`src/rtl/fetch_unit.sv`:
```
// -----------------------------------------------------------------------------
// fetch_unit
//   Pipeline front end. It holds the fetch PC and issues one 16-bit Thumb
//   halfword fetch per cycle to instruction memory. Memory answers exactly one
//   cycle after a request. Each response is buffered in a small FIFO together
//   with the PC it was fetched from. The FIFO head is presented to decode with
//   a valid bit. An execute-stage redirect (take_branch_i | flush_pipeline_i)
//   discards every buffered and in-flight fetch and restarts fetch at the
//   branch target.
//
// Parameters
//   WORD          datapath / PC width
//   FIFO_DEPTH    fetch buffer entries (power of two, >= 2)
//   RESET_VECTOR  first fetch address after reset
//
// Ports
//   clk_i             in   clock, all state updates on posedge
//   reset_i           in   synchronous active-high reset
//   take_branch_i     in   execute-stage branch redirect
//   flush_pipeline_i  in   execute-stage flush (also a redirect)
//   branch_target_i   in   redirect address, bit 0 ignored
//   stall_i           in   decode cannot accept the head this cycle
//   imem_req_o        out  fetch request this cycle
//   imem_addr_o       out  fetch address (halfword aligned)
//   imem_valid_i      in   response valid, one cycle after imem_req_o
//   imem_data_i       in   fetched halfword
//   instruction_o     out  instruction at the FIFO head (0 when empty)
//   program_counter_o out  address of instruction_o (0 when empty)
//   is_valid_o        out  instruction_o / program_counter_o are valid
// -----------------------------------------------------------------------------
module fetch_unit #(
  parameter int              WORD         = 32,
  parameter int              FIFO_DEPTH   = 4,
  parameter logic [WORD-1:0] RESET_VECTOR = '0
) (
  input  logic            clk_i,
  input  logic            reset_i,
  input  logic            take_branch_i,
  input  logic            flush_pipeline_i,
  input  logic [WORD-1:0] branch_target_i,
  input  logic            stall_i,
  output logic            imem_req_o,
  output logic [WORD-1:0] imem_addr_o,
  input  logic            imem_valid_i,
  input  logic [15:0]     imem_data_i,
  output logic [15:0]     instruction_o,
  output logic [WORD-1:0] program_counter_o,
  output logic            is_valid_o
);

  localparam int PTR_W = $clog2(FIFO_DEPTH);
  localparam int CNT_W = PTR_W + 1;

  // Fetch-side state
  logic [WORD-1:0]  fetch_pc;
  logic [WORD-1:0]  req_pc;      // PC of the request whose response is due
  logic             inflight;

  // Fetch buffer
  logic [WORD-1:0]  pc_mem    [FIFO_DEPTH];
  logic [15:0]      instr_mem [FIFO_DEPTH];
  logic [PTR_W-1:0] rd_ptr;
  logic [PTR_W-1:0] wr_ptr;
  logic [CNT_W-1:0] count;

  logic             redirect;
  logic             empty;
  logic             credit_ok;
  logic             push;
  logic             pop;
  logic [WORD-1:0]  target_aligned;
  logic [CNT_W:0]   committed;

  assign redirect       = take_branch_i | flush_pipeline_i;
  assign empty          = (count == '0);
  // Masking bit 0 this way keeps every target bit in use.
  assign target_aligned = branch_target_i & ~WORD'(1);

  // Credit check counts the in-flight response but ignores a same-cycle pop,
  // so a response can never arrive at a full buffer.
  assign committed  = {1'b0, count} + (CNT_W + 1)'(inflight);
  assign credit_ok  = committed < (CNT_W + 1)'(FIFO_DEPTH);

  assign imem_req_o  = !reset_i && !redirect && credit_ok;
  assign imem_addr_o = fetch_pc;

  // A redirect drops the response arriving in the same cycle.
  assign push = imem_valid_i && !redirect && !reset_i;

  // Redirect kills the head combinationally so decode never sees a stale
  // instruction in the redirect cycle, even while stalled.
  assign is_valid_o = !empty && !redirect;
  assign pop        = is_valid_o && !stall_i;

  assign instruction_o     = empty ? '0 : instr_mem[rd_ptr];
  assign program_counter_o = empty ? '0 : pc_mem[rd_ptr];

  // Control state: PC, in-flight tracking and FIFO pointers.
  // NOTE: sequential state is updated with non-blocking assignments so every
  // register samples pre-edge values, independent of statement order.
  always_ff @(posedge clk_i) begin
    if (reset_i) begin
      fetch_pc <= RESET_VECTOR;
      req_pc   <= RESET_VECTOR;
      inflight <= 1'b0;
      rd_ptr   <= '0;
      wr_ptr   <= '0;
      count    <= '0;
    end else if (redirect) begin
      fetch_pc <= target_aligned;
      inflight <= 1'b0;
      rd_ptr   <= '0;
      wr_ptr   <= '0;
      count    <= '0;
    end else begin
      inflight <= imem_req_o;
      if (imem_req_o) begin
        req_pc   <= fetch_pc;
        fetch_pc <= fetch_pc + WORD'(2);   // wraps modulo 2^WORD
      end
      if (push) wr_ptr <= wr_ptr + PTR_W'(1);
      if (pop)  rd_ptr <= rd_ptr + PTR_W'(1);
      case ({push, pop})
        2'b10:   count <= count + CNT_W'(1);
        2'b01:   count <= count - CNT_W'(1);
        default: count <= count;            // idle, or push and pop together
      endcase
    end
  end

  // Buffer storage.
  // NOTE: storage is deliberately not reset; occupancy and pointers define
  // which entries are live, and the outputs read zero while the buffer is empty.
  always_ff @(posedge clk_i) begin
    if (push) begin
      pc_mem[wr_ptr]    <= req_pc;
      instr_mem[wr_ptr] <= imem_data_i;
    end
  end

endmodule

```
`config.mk`:
```
export PLATFORM = sky130hd
export DESIGN_NAME = fetch_unit
export DESIGN_NICKNAME = d
export VERILOG_FILES = /design/src/rtl/fetch_unit.sv
export SDC_FILE = /design/constraint.sdc
export NUM_CORES = 1
export LEC_CHECK = 0
export ABC_AREA = 1
export BUFFER_PORTS_ARGS = -buffer_cell sky130_fd_sc_hd__buf_2
export CORE_MARGIN = 5
export CORE_UTILIZATION = 47
export CTS_BUF_LIST = sky130_fd_sc_hd__clkbuf_16
export DETAILED_ROUTE_END_ITERATION = 16
export PLACE_DENSITY = 0.67
export SYNTH_ARGS = -nofsm -noshare
export SYNTH_HDL_FRONTEND = slang
export SYNTH_SLANG_ARGS = --single-unit
```
`constraint.sdc`:
```
create_clock -name clk_i -period 5.2 [get_ports clk_i]
set_clock_uncertainty 0.15 [all_clocks]
set_input_delay 0.52 -clock clk_i [delete_from_list [all_inputs] [get_ports clk_i]]
set_output_delay 0.52 -clock clk_i [all_outputs]
set_load 0.005 [all_outputs]
```
==> impl_metrics.json <==
{
  "syn_inst": 1104,
  "cts.sinks": 260,
  "final_cell_mix": "253 x nor2_1, 188 x edfxtp_1, 135 x o21ai_0, 132 x buf_2, 116 x nand2_1",
  "clk_pin_slew_ps": 60,
  "critPathMostFrequentCell": "buf_4",
  "synthArstFlopShare": 0,
  "overflow": 0,
  "hold_buffers": 0,
  "setup-tns-final_ps": 0,
  "total_power_mw": 4.47,
  "drt_first_pass_iters": 4,
  "final_common_cell": "nor2_1",
  "synth-main-ff-cell": "edfxtp_1",
  "ctsRootBufferMaster": "clkbuf_16",
  "postRouteAntennaNets": 0,
  "final_core_util": 0.561,
  "synth_top_area_cell": "edfxtp_1",
  "cp_data_arrival_time_ps": 2860,
  "grt_max_degree": 95,
  "antenna_found_initial": 0,
  "synth_top_family_by_area": "simple AND/OR/NAND/NOR gates",
  "place_area_um2": 11800,
  "cp-end-kind": "primary output",
  "cts_tree": "yes",
  "synth_mux_area_frac": 0,
  "grt_pass1_vias": 7479,
  "wl_per_cell_um": 16.4,
  "dp_cells": 1503,
  "worstMarginPinSlew_ps": 1050,
  "viasPerCell": 5.21,
  "crit_family": "buffers and inverters",
  "crit_chain": "buf_4 -> inv_1 -> buf_4 -> nor2_1 -> o21ai_0 -> a21oi_1 -> buf_2",
  "start_kind": "register",
  "timing.final.max_slew_violations": 0,
  "start_util": 0.481,
  "post-route-drc-count": 0,
  "fp.dieH_um": 163,
  "grt_pass1_wl_um": 40100,
  "dieWidth_um": 163,
  "rsz0062_at_grt": "no",
  "dp.final_hpwl_um": 15800,
  "io_buffers": 132,
  "finalHoldViolCount": 0,
  "cap_violations": 0,
  "dpl_worst_slack_ps": 1690,
  "cp.depth": 7,
  "min_period_ps": 3530,
  "synth-edff-count": 188,
  "dieArea_um2": 26500,
  "gp_congestion": 0.882,
  "drive_above_1_share": 0.176,
  "leakagePower_nw": 4.93,
  "synth-compound-area-share": 0.124,
  "h-tree-depth": 1,
  "syn_area_um2": 11000,
  "fmax_mhz": 283,
  "numCtsBuffers": 27,
  "cp_max_fo": 48,
  "ir_drop_mv": 0.206,
  "drt-initial-drc-count": 617,
  "insertion_delay_ps": 520,
  "fin_cells": 1551,
  "postLayoutCellArea_um2": 12800,
  "seq_area_frac_synth": 0.646,
  "clock_path_buffers": 3,
  "critPathSlowestCell": "buf_4",
  "slowest_delay_ps": 510,
  "final_nets": 1280,
  "synth.distinct_cells": 41,
  "synth_xor_xnor_area_share": 0.000799,
  "period_share": 0.678,
  "power_density_nw_per_um2": 350,
  "fin_ws_ps": 1670,
  "hold_class": "in -> reg",
  "post_cts_resized": 0,
  "grt_usage": 0.188,
  "syn-mean-instance-area_um2": 9.93,
  "area_growth_pct": 16.6,
  "setup_viol": 0,
  "synth.top_cell.area_share": 0.515,
  "vias": 8080,
  "holdPathStages": 1,
  "path_buf_inv": 4,
  "finalHoldWorstSlack_ps": 63.4,
  "wirelength_um": 25500,
  "status": "finished clean",
  "critPathRequiredTime_ps": 4530,
  "rows": 55,
  "synth_area_leaders": "edfxtp_1 51%, dfxtp_1 13%, nor2_1 8.8%",
  "synth_fa_ha_area_frac": 0.00867,
  "max_slew_margin": 0.299,
  "worstRegToRegCells": 10,
  "path_class": "reg -> out",
  "synth_simple_gate_area_frac": 0.167,
  "core_area_um2": 22800,
  "io_pins": 136,
  "n_antenna_cell": 0,
  "synth-seq-cells": 260,
  "yosysWarnings": 0,
  "postCtsSetupBuffers": 0
}
final timing paths:
kind | start | to | slack, ps
max reg2reg | count[0] | count[2] | 2720
min | imem_data_i[13] | instr_mem[0][13] | 60
min reg2reg | rd_ptr[1] | rd_ptr[1] | 320
max | register | program_counter_o[12] | 1670
power by group:
part           internal, mW  total (mW)  switching [mW]  leakage [nW]
sequential             2.26        2.30          0.0457          2.39
clock                  1.24        2.00           0.760         0.472
combinational        0.0635       0.170           0.107          2.07
cells in the mapped netlist (2+ instances only):
library cell / number
nand2_2: 4
o21ai_0: 135
buf_1: 4
buf_2: 19
dfxtp_1: 72
inv_1: 63
a31oi_1: 11
nand4_1: 3
nand3_1: 40
o21ai_1: 14
a21oi_1: 95
nor2_1: 257
a22oi_1: 3
nor3_1: 6
edfxtp_1: 188
buf_4: 4
clkbuf_1: 27
ha_1: 6
buf_6: 6
inv_2: 2
nor2_4: 4
nor2_2: 6
inv_4: 2
nand2_1: 116
sequential cells by signal, summed over array words and instances, names as in the netlist, named ones only:
signal and flops:
rd_ptr 2, count 3, pc_mem 124, req_pc 31, inflight 1, wr_ptr 2, imem_addr_o 31, instr_mem 64
per-layer routing:
metal,up-vias,global-route usage,part of all wire
met5,-,0,0
met4,0,0.0358,0.012
met3,25,0.0316,0.068
met2,275,0.297,0.46
met1,3774,0.279,0.46
li1,4006,-,-
cells by family (layout without fill, tap and decap cells):
kind of cell             after synthesis  count (layout)
buffers and inverters                128             261
AND/OR/NAND/NOR                      443             443
other                                  1               2
flip-flops                           260             260
adder cells (fa/ha/maj)                7               7
XOR/XNOR                               1               1
AO/OA/AOI/OAI                        264             264
area by class of cell:
class | instances | area (um2)
Fill cell | 1997 | 10000
Sequential cell | 260 | 7090
Multi-Input combinational cell | 717 | 3350
Timing Repair Buffer | 146 | 766
Clock buffer | 27 | 676
Tap cell | 313 | 392
Clock inverter | 21 | 256
Inverter | 67 | 256
worst reg2reg max path, stage by stage (launching register included):
cell and delay (ps):
dfxtp_1 400, nor3_2 70, buf_4 310, nor3_2 330, ha_1 220, inv_1 70
fa_1 390, a21oi_1 160, o21a_1 140, o21ai_0 70, a21oi_1 110
(Power assumes the default switching activity.)
